--- src/rtl/dec_scan_ctrl.sv ---
// dec_scan_ctrl: time-multiplexed scan controller for a 3-to-8 active-low decoder.
// Rev 1.0 - dwell/blanking scan over a masked channel subset.
`default_nettype none

module dec_scan_ctrl #(
  parameter int DWELL_W   = 16,
  parameter int BLANK_CYC = 4
) (
  input  logic               clk,
  input  logic               rst,
  input  logic               en_i,
  input  logic [7:0]         mask_i,
  input  logic [DWELL_W-1:0] dwell_i,
  output logic               sel_a_o,
  output logic               sel_b_o,
  output logic               sel_c_o,
  output logic [7:0]         y_n_o,
  output logic [2:0]         ch_o,
  output logic               ch_valid_o,
  output logic               frame_done_o
);

  localparam logic [1:0] S_IDLE   = 2'd0;
  localparam logic [1:0] S_BLANK  = 2'd1;
  localparam logic [1:0] S_ACTIVE = 2'd2;

  localparam bit         HAS_BLANK  = (BLANK_CYC > 0);
  localparam logic [7:0] BLANK_LOAD = HAS_BLANK ? 8'(BLANK_CYC - 1) : 8'd0;

  logic [1:0]         state_q, state_d;
  logic [2:0]         ch_q, ch_d;
  logic [2:0]         sel_q, sel_d;
  logic [7:0]         y_n_q, y_n_d;
  logic               ch_valid_q, ch_valid_d;
  logic               frame_done_q, frame_done_d;
  logic [7:0]         blank_cnt_q, blank_cnt_d;
  logic [DWELL_W-1:0] dwell_cnt_q, dwell_cnt_d;

  logic               go;
  logic [2:0]         first_ch;
  logic [2:0]         next_ch;
  logic [DWELL_W-1:0] dwell_load;

  function automatic logic [2:0] f_first(input logic [7:0] m);
    logic [2:0] r;
    r = 3'd0;
    for (int k = 7; k >= 0; k--) begin
      if (m[k]) r = 3'(k);
    end
    return r;
  endfunction

  // Lowest set bit above c; falls back to the lowest set bit overall (wrap).
  function automatic logic [2:0] f_next(input logic [7:0] m, input logic [2:0] c);
    logic [2:0] r;
    r = f_first(m);
    for (int k = 7; k >= 0; k--) begin
      if (m[k] && (k > int'(c))) r = 3'(k);
    end
    return r;
  endfunction

  assign go         = en_i && (mask_i != 8'h00);
  assign first_ch   = f_first(mask_i);
  assign next_ch    = f_next(mask_i, ch_q);
  // Counter holds remaining cycles minus one, so a dwell of 0 behaves as 1.
  assign dwell_load = (dwell_i == '0) ? '0 : dwell_i - DWELL_W'(1);

  always_comb begin
    state_d      = state_q;
    ch_d         = ch_q;
    blank_cnt_d  = blank_cnt_q;
    dwell_cnt_d  = dwell_cnt_q;
    frame_done_d = 1'b0;

    case (state_q)
      S_IDLE: begin
        if (go) begin
          ch_d = first_ch;
          if (HAS_BLANK) begin
            state_d     = S_BLANK;
            blank_cnt_d = BLANK_LOAD;
          end else begin
            state_d     = S_ACTIVE;
            dwell_cnt_d = dwell_load;
          end
        end
      end
      S_BLANK: begin
        if (!go) begin
          state_d = S_IDLE;
        end else if (blank_cnt_q == 8'd0) begin
          state_d     = S_ACTIVE;
          dwell_cnt_d = dwell_load;
        end else begin
          blank_cnt_d = blank_cnt_q - 8'd1;
        end
      end
      S_ACTIVE: begin
        if (!go) begin
          state_d = S_IDLE;
        end else if (dwell_cnt_q == '0) begin
          ch_d         = next_ch;
          frame_done_d = (next_ch <= ch_q);
          if (HAS_BLANK) begin
            state_d     = S_BLANK;
            blank_cnt_d = BLANK_LOAD;
          end else begin
            dwell_cnt_d = dwell_load;
          end
        end else begin
          dwell_cnt_d = dwell_cnt_q - DWELL_W'(1);
        end
      end
      default: state_d = S_IDLE;
    endcase

    // Decoder asserts output k when {A,B,C} == ~k; one-hot is gated outside ACTIVE.
    sel_d      = ~ch_d;
    ch_valid_d = (state_d == S_ACTIVE);
    y_n_d      = ch_valid_d ? ~(8'b1 << ch_d) : 8'hFF;
  end

  always_ff @(posedge clk or posedge rst) begin
    if (rst) begin
      state_q      <= S_IDLE;
      ch_q         <= 3'd0;
      sel_q        <= 3'b111;
      y_n_q        <= 8'hFF;
      ch_valid_q   <= 1'b0;
      frame_done_q <= 1'b0;
      blank_cnt_q  <= 8'd0;
      dwell_cnt_q  <= '0;
    end else begin
      state_q      <= state_d;
      ch_q         <= ch_d;
      sel_q        <= sel_d;
      y_n_q        <= y_n_d;
      ch_valid_q   <= ch_valid_d;
      frame_done_q <= frame_done_d;
      blank_cnt_q  <= blank_cnt_d;
      dwell_cnt_q  <= dwell_cnt_d;
    end
  end

  assign sel_a_o      = sel_q[2];
  assign sel_b_o      = sel_q[1];
  assign sel_c_o      = sel_q[0];
  assign y_n_o        = y_n_q;
  assign ch_o         = ch_q;
  assign ch_valid_o   = ch_valid_q;
  assign frame_done_o = frame_done_q;

endmodule

`default_nettype wire

--- config.mk ---
export PLATFORM = sky130hd
export DESIGN_NAME = dec_scan_ctrl
export DESIGN_NICKNAME = d
export VERILOG_FILES = /design/src/rtl/dec_scan_ctrl.sv
export SDC_FILE = /design/constraint.sdc
export NUM_CORES = 1
export LEC_CHECK = 0
export BUFFER_PORTS_ARGS = -buffer_cell sky130_fd_sc_hd__buf_2
export CAP_MARGIN = 20
export CORE_MARGIN = 3
export CORE_UTILIZATION = 40
export CTS_CLUSTER_SIZE = 10
export DETAILED_ROUTE_END_ITERATION = 8
export PLACE_DENSITY = 0.7
export SLEW_MARGIN = 20
export SYNTH_ARGS = -nofsm -noshare
export SYNTH_HDL_FRONTEND = slang
export SYNTH_SLANG_ARGS = --single-unit
--- constraint.sdc ---
create_clock -name clk -period 2.75 [get_ports clk]
set_clock_uncertainty 0.1 [all_clocks]
set_input_delay 0.1375 -clock clk [delete_from_list [all_inputs] [get_ports clk]]
set_output_delay 0.1375 -clock clk [all_outputs]
set_load 0.05 [all_outputs]
Word-level counts from Yosys, hierarchy flattened
Index checks and enable logic that the tools add are counted.

storage, ports and cells
  flip-flop bits (word level) = 42
  bits of input ports = 27
  output and inout port bits = 16
  word-level logic and storage cells = 90

operators by class
  $add $sub $neg = 3
  magnitude comparators = 8
  equal/unequal tests = 10
  shift operators = 1
  muxes and demuxes = 41
  bitwise logic cells = 2
  reductions and logical operators = 17

operators with widths
  operator                 count
  $mux W16                 5
  $mux W3                  18
  $mux W8                  6
  $logic_not A16 Y1        2
  $pmux W16 S2             1
  $sub A16 B1 Y16 const B  2
  $pmux W8 S3              1
  $ne A2 B2 Y1 const B     7
  $gt A3 B3 Y1 const A     4
  $mux W2                  5
  $logic_and A1 B1 Y1      8
  $logic_not A8 Y1         1
  $not A8 Y8               1
  $reduce_bool A8 Y1       1
  $shl A1 B3 Y8 const A    1
  $sub A8 B1 Y8 const B    1
  $gt A2 B3 Y1 const A     2
  $pmux W2 S3              1
  $pmux W3 S2              1
  $reduce_and A6 Y1        1
  $reduce_and A5 Y1        1
  $eq A2 B2 Y1 const B     2
  $gt A1 B3 Y1 const A     1
  $le A3 B3 Y1             1
  6 further kinds          8

Depth between registers and ports, before layout
Gate-level depths: netlist of run 1.

  depth in word-level cells = 21
  gate-level depth with buffers = 11
  mapped depth without buffers = 10

Worst setup path after synthesis of run 1
No wires, ideal clock.

  kind = reg-to-reg
  start = register ch_q[2] (netlist: ch_o[2])
  end = register frame_done_q (netlist: frame_done_o)
  library setup time = 0.072 ns
  arrival time = 2.255 ns
  required time = 2.578 ns
  setup slack = 0.323 ns
  cell stages (with the launch flop) = 11
  buffers on the path = 1
  period minus slack after synthesis = 2.427 ns
  cells stage by stage = dfrtp_1 buf_2 clkinv_1 a32oi_1 o21ai_0 o21a_1 ha_1 a21o_1 a21oi_1 a31oi_1 nor2_1

on the way
  word-level cells in the longest chain between the ends = 13
  elaborated cells on any way between the ends = 25
  classes of those cells = 8 x order compare; 10 x mux; 7 x reduce/logical

RTL lines
  element                 line  text
  from (decl)             31    logic [2:0] ch_q, ch_d;
  from (signal assigned)  136   ch_q <= ch_d;
  $gt A3 B3 Y1            58    if (m[k] && (k > int'(c))) r = 3'(k);
  $logic_and A1 B1 Y1     58
  $mux W3 (7 in a row)    58
  $le A3 B3 Y1 *          104   frame_done_d = (next_ch <= ch_q);
  $mux W1 *               102   end else if (dwell_cnt_q == '0) begin
  $mux W1 *               100   if (!go) begin
  $mux W1 *               76    case (state_q)
  net frame_done_d        35    logic frame_done_q, frame_done_d;
  to (signal assigned)    140   frame_done_q <= frame_done_d;
  to (decl)               35

The timed path passes the listed nets; every way through them passes the cells marked *.
A chain may end at the register's enable or synchronous reset.

Worst setup path in the final report of run 1
  start = register blank_cnt_q[0]
  end = register dwell_cnt_q[2]

on the way
  word-level cells in the longest chain between the ends = 3

RTL lines
  element                      line  text
  from (decl)                  36    logic [7:0] blank_cnt_q, blank_cnt_d;
  from (signal assigned)       141   blank_cnt_q <= blank_cnt_d;
  $logic_not A8 Y1             92    end else if (blank_cnt_q == 8'd0) begin
  $ne A2 B2 Y1 (no line)       -
  $reduce_and A5 Y1 (no line)  -
  to (signal assigned)         142   dwell_cnt_q <= dwell_cnt_d;
  to (decl)                    37    logic [DWELL_W-1:0] dwell_cnt_q, dwell_cnt_d;

No other way between the ends.

==> results.toml, run 1 <==
[placement]
numPortBuffers = 42
dp.cells = 465
post-dp-hpwl_mm = 4.95
gp_congestion = 0.880

[clocking]
cts_root_buf = "clkbuf_8"
cts_resized = 0
cts.path.max_buffers = 2
insertion_delay_ns = 0.29
cts_tree = "built"
clkTransAtPathRegs_ns = 0.09
cts_sinks = 42
numCtsBuffers = 5
htreeDepth = 2

[synthesis]
ys_async_sr_fraction_pct = 100
synth_cell_type_count = 66
yosysTopAreaCellShare_pct = 27.1
synth_seq_cells = 42
postSynthAreaPerCell_um2 = 8.71
ys.flop_type = "dfrtp_1"
synth_edf_count = 0
seq_area_frac_synth_pct = 37.1
synthCells = 329
yosys_warnings = 0
syn_area_um2 = 2870
yosys.area.top_type = "dfrtp_1"
syn-num-nets = 362
ys_top_cells_by_area = "dfrtp_1, dfstp_2, o21ai_0"

[pwr]
power_mw = 2.29
ir_worst_vdd_mv = 0.224
p_switching_uw = 943
switching_share_pct = 41.2
power.leakage_nw = 1.38
pwr-share-clk_pct = 18.0
p_per_area_nw_per_um2 = 695
power_frac_comb_pct = 38.2
power_frac_seq_pct = 43.9
power.internal_mw = 1.35

[final_layout]
fin_util_pct = 48.0
n_antenna_cell = 0
nNetsFinal = 410
drive_gt1_share_pct = 24.1
multi_input_area_um2 = 1650
fillers = 674
final_common_cell = "buf_2"
area_delta_synth_final_pct = 15.0
final_cells = 474
register_area_um2 = 1060
most-common-layout-cells = "buf_2, dfrtp_1, nand2_1"

[sta]
maxSlewViolCount = 0
relSlewSlack_pct = 58.0
min_period_ns = 2.52
rsz0062_at_grt = "no"
fmax_mhz = 396
tns_ns = 0
finalCritPeriodShare_pct = 91.8
finalSetupViolCount = 0
tightest_slew_ns = 0.629
finalHoldViolations = 0

[grt]
overflow = 0
antenna_found_initial = 0
grt_pass1_wl_mm = 11.3
grt_pass1_vias = 2382
grt_max_degree = 43
track_usage_pct = 16.3

[run_status]
status = "finished, final reports clean"

[routing]
wire_per_inst_um = 13.9
vias_per_cell = 5.54
routed_wl_mm = 6.59
drt_iter0_drc = 201
vias = 2628
drc_errors = 0
postRouteAntennaNets = 0
first_pass_iters = 4

[worst_setup_path]
crit_fanout = 19
critPathKind = "flop to flop"
cp-start-kind = "flop"
crit_required_ns = 2.83
cp-end-kind = "flop"
cp.arrival_ns = 2.61
r2r_slack_ns = 0.23

[floorplanning]
dieHeight_um = 90.7
dieArea_um2 = 8220
initial_core_util_pct = 41.7
coreArea_um2 = 6870
die-width_um = 90.7
rows = 30
pin_count = 43

[min_path]
hold_path.class = "primary input to flop"

[run]
drv_cap = 0
## registers in the layout (all words and copies together) (netlist names)
register and count:
dwell_cnt_q 16, blank_cnt_q 8, y_n_o 8, ch_o 3, sel_q 3, state_q 2
ch_valid_o 1, frame_done_o 1
## logic make-up (layout without fill, tap and decap cells)
| family | count (synthesis) | after routing | share of synthesized area, % |
|---|---|---|---|
| DFF | 42 | 42 | 37.1 |
| buffers and inverters | 31 | 80 | 5.24 |
| muxes | 1 | 1 | 0.349 |
| xor gates and xnor gates | 11 | 11 | 3.36 |
| AOI/OAI and AO/OA | 105 | 105 | 24.9 |
| and+or+nand+nor | 132 | 132 | 26.1 |
| adders and majority gates | 7 | 7 | 2.97 |
## power by group through the flow
stage          clock network [mW]  logic (mW)  registers (mW)
4_1_cts                     0.422       0.872            1.00
2_1_floorplan                   0       0.602            1.04
3_5_place_dp                    0       0.871            1.01
5_1_grt                     0.448       0.972            1.04
3_3_place_gp                    0       0.853            1.01
6_report                    0.411       0.874            1.00
## through the flow
stage | cell area, um^2 | hold WS, ns | setup WS (ns)
2_1_floorplan | 2870 | 0.224 | 0.323
3_3_place_gp | 3190 | 0.189 | 0.334
3_5_place_dp | 3190 | 0.191 | 0.233
4_1_cts | 3300 | 0.0621 | 0.209
5_1_grt | 3300 | 0.101 | 0.0700
6_report | 3300 | 0.0672 | 0.225
## cells in the mapped netlist, types with 3 or more instances
cell and n:
dfstp_2 11, nand2_1 26, nor2b_1 5, a211o_1 3, inv_1 14, o21a_1 7, nor2_1 24, inv_2 4
nor3_1 17, o31ai_1 3, buf_2 4, ha_1 6, xor2_1 4, buf_4 4, o22ai_1 8, nor4_1 8
nand3_1 9, nand4_1 6, or4_1 5, o21ai_0 25, or3_1 3, a22o_1 6, a31oi_1 3, a32oi_1 4
xnor2_1 7, dfrtp_1 31, and2_1 3, nor3b_1 3, a21oi_1 23, o21ai_1 4, nand2b_1 9
## repair_timing
| action | 4_1_cts | 5_1_grt |
|---|---|---|
| endpoints found under the hold margin | 31 | 0 |
| hold buffers | 1 | 0 |
| setup endpoints to repair | 0 | 0 |
| buffers inserted | 0 | 0 |
## worst max-delay path, cell delays in order, from the launching register on
cell and delay [ns]:
dfrtp_1 0.40, inv_1 0.10, ha_1 0.21, or3b_4 0.43, nor4b_4 0.23, nand2_1 0.08, a21o_2 0.23, inv_2 0.23
o21ai_0 0.15, a22o_1 0.26
## final timing paths
path,start,to,cells after the start
worst max-delay path,blank_cnt_q[0],dwell_cnt_q[2],9
worst min-delay path,dwell_i[0],dwell_cnt_q[0],4
worst max register to register,blank_cnt_q[0],dwell_cnt_q[2],9
worst min register to register,dwell_cnt_q[5],dwell_cnt_q[5],1
max in group asynchronous,rst,y_n_o[5],4
min in group asynchronous,rst,dwell_cnt_q[3],4
## routing by layer
| layer | GRT usage [%] | vias up | routed length [um] |
|---|---|---|---|
| met4 | 4.08 | 0 | 51 |
| met1 | 22.9 | 1230 | 3180 |
| met5 | 0 | - | 0 |
| met2 | 26.4 | 73 | 3060 |
| li1 | - | 1321 | - |
| met3 | 2.33 | 4 | 298 |
## cell type report
type,instances,share of cell area (%)
clock buffer,5,2.09
multi-input combinational,256,50.1
sequential,42,32.3
inverter,19,2.16
clock inverter,3,0.721
tap,96,3.64
timing repair buffer,53,8.96
Power figures use the tool's default switching activity.
==> run 2: changes to the inputs <==
--- a/config.mk
+++ b/config.mk
@@ -11,6 +11,7 @@
 export CORE_UTILIZATION = 40
 export CTS_CLUSTER_SIZE = 10
 export DETAILED_ROUTE_END_ITERATION = 8
+export GPL_TIMING_DRIVEN = 0
 export PLACE_DENSITY = 0.7
 export SLEW_MARGIN = 20
 export SYNTH_ARGS = -nofsm -noshare
==> constraint.sdc (replaced) <==
create_clock -name clk -period 2.4 [get_ports clk]
set_clock_uncertainty 0.1 [all_clocks]
set_input_delay 0.12 -clock clk [delete_from_list [all_inputs] [get_ports clk]]
set_output_delay 0.12 -clock clk [all_outputs]
set_load 0.05 [all_outputs]
==> run 2 against run 1 <==
Worst hold slack better by 0.013 ns. Core utilization up 2.5 points. First-iteration DRC count down 32%. Design area up 5.2%. Sequential share of layout area down 1.6 points. Highest routed layer unchanged.
==> results.toml, run 2 (synthesized netlist as in run 1, its figures left out) <==
[run_status]
status = "finished, final reports clean"

[pwr]
power.leakage_nw = 1.44
pwr-share-clk_pct = 17.6
switching_share_pct = 41.4
ir_worst_vdd_mv = 0.249
p_switching_mw = 1.13
power_frac_seq_pct = 42.8
power.internal_mw = 1.60
p_per_area_nw_per_um2 = 785
power_mw = 2.72
power_frac_comb_pct = 39.6

[clocking]
cts.path.max_buffers = 2
insertion_delay_ns = 0.30
numCtsBuffers = 5
cts_root_buf = "clkbuf_8"
htreeDepth = 2
cts_tree = "built"
clkTransAtPathRegs_ns = 0.09
cts_sinks = 42

[placement]
numPortBuffers = 42
dp_slack_ns = -0.217
postPlaceCellArea_um2 = 3230
post-dp-hpwl_mm = 5.12
gp_congestion = 0.910
dp.cells = 468

[sta]
tns_ns = 0
min_period_ns = 2.30
finalCritPeriodShare_pct = 96.0
relSlewSlack_pct = 61.5
fmax_mhz = 434
finalSetupViolCount = 0
fin_ws_ns = 0.0963
tightest_slew_ns = 0.573
whs_ns = 0.0806
maxSlewViolCount = 0
finalHoldViolations = 0

[routing]
wire_per_inst_um = 14.1
first_pass_iters = 4
vias = 2689
wl_met2_mm = 3.21
postRouteAntennaNets = 0
m1WireLength_mm = 3.19
routed_wl_mm = 6.87
vias_per_cell = 5.53
drc_errors = 0
wl_met3_um = 390
routed.top_layer = "met4"
drt_iter0_drc = 137

[final_layout]
final_cell_area_um2 = 3470
nNetsFinal = 422
n_antenna_cell = 0
final_cells = 486
area_delta_synth_final_pct = 21.0
largest_reg_flops = 16
top_register = "dwell_cnt_q"
final_common_cell = "buf_2"
fin_util_pct = 50.5
most-common-layout-cells = "buf_2, dfrtp_1, nand2_1"
drive_gt1_share_pct = 27.9
fillers = 650

[floorplanning]
dieArea_um2 = 8220
coreArea_um2 = 6870
die-width_um = 90.7
rows = 30
initial_core_util_pct = 41.7
pin_count = 43
dieHeight_um = 90.7

[worst_setup_path]
crit_fanout = 5
cp.arrival_ns = 2.40
cp-start-kind = "flop"
critPathKind = "flop to flop"
crit_required_ns = 2.49
cp-end-kind = "flop"

[grt]
overflow = 0
grt_pass1_wl_mm = 11.8
antenna_found_initial = 0
track_usage_pct = 17.0
grt_max_degree = 24
grt_pass1_vias = 2602

[min_path]
hold_path.class = "primary input to flop"

[run]
drv_cap = 0
run 2: cell count changes in the layout (fill, tap and decap cells not counted), moves of 2 or more:
cell,delta
o21ai_1,+5
clkbuf_1,+2
inv_1,-2
clkinvlp_4,+2
buf_2,+2
buf_6,+2
o21ai_0,-5
buf_4,+2
run 2: cell type report:
type	count	area (um^2)	share of cell area, %
multi-input cells	256	1700	49.0
flip-flops and latches	42	1070	30.7
repair buffers	53	315	9.09
well taps	96	120	3.46
plain buffers	11	87.6	2.53
inverters	19	82.6	2.38
clock buffers	5	68.8	1.98
clock inverters	3	25.0	0.721
repair inverters	1	5.00	0.144
run 2: per-layer routing:
metal / track usage (%) / up-vias
met1: 22.3 / 1256
met5: 0 / -
met3: 2.50 / 8
met4: 4.59 / 0
met2: 29.0 / 78
li1: - / 1347
run 2: power groups by stage:
| stage | Combinational (mW) | Clock, mW | Sequential [mW] |
|---|---|---|---|
| 6_report | 1.08 | 0.480 | 1.16 |
| 5_1_grt | 1.22 | 0.513 | 1.20 |
| 4_1_cts | 1.03 | 0.493 | 1.13 |
| 3_5_place_dp | 1.01 | 0 | 1.14 |
| 3_3_place_gp | 0.987 | 0 | 1.14 |
| 2_1_floorplan | 0.689 | 0 | 1.20 |
run 2: repair_timing:
item	in CTS	in global routing
setup buffers	3	6
hold buffers	1	0
gates cloned	0	1
setup endpoints to repair	27	32
pin swaps	1	3
endpoints found under the hold margin	11	0
gates resized for setup	6	17
run 2: path summary, 6_finish.rpt:
check,end,cells past startpoint,slack [ns],startpoint
worst min register to register,dwell_cnt_q[12],2,0.44,dwell_cnt_q[12]
worst min-delay path,dwell_cnt_q[0],4,0.08,dwell_i[0]
max in group asynchronous,dwell_cnt_q[2],4,1.46,rst
worst max register to register,dwell_cnt_q[5],9,0.1,blank_cnt_q[0]
worst max-delay path,dwell_cnt_q[5],9,0.1,blank_cnt_q[0]
min in group asynchronous,ch_valid_o,3,0.28,rst
run 2: critical path, cell delays in order (launching register included):
cell,delay [ns]
dfrtp_1,0.40
inv_2,0.07
ha_2,0.18
or3b_4,0.40
nor4b_4,0.26
nand2_1,0.12
a21o_4,0.25
clkinv_2,0.09
o21ai_0,0.09
a22o_1,0.23
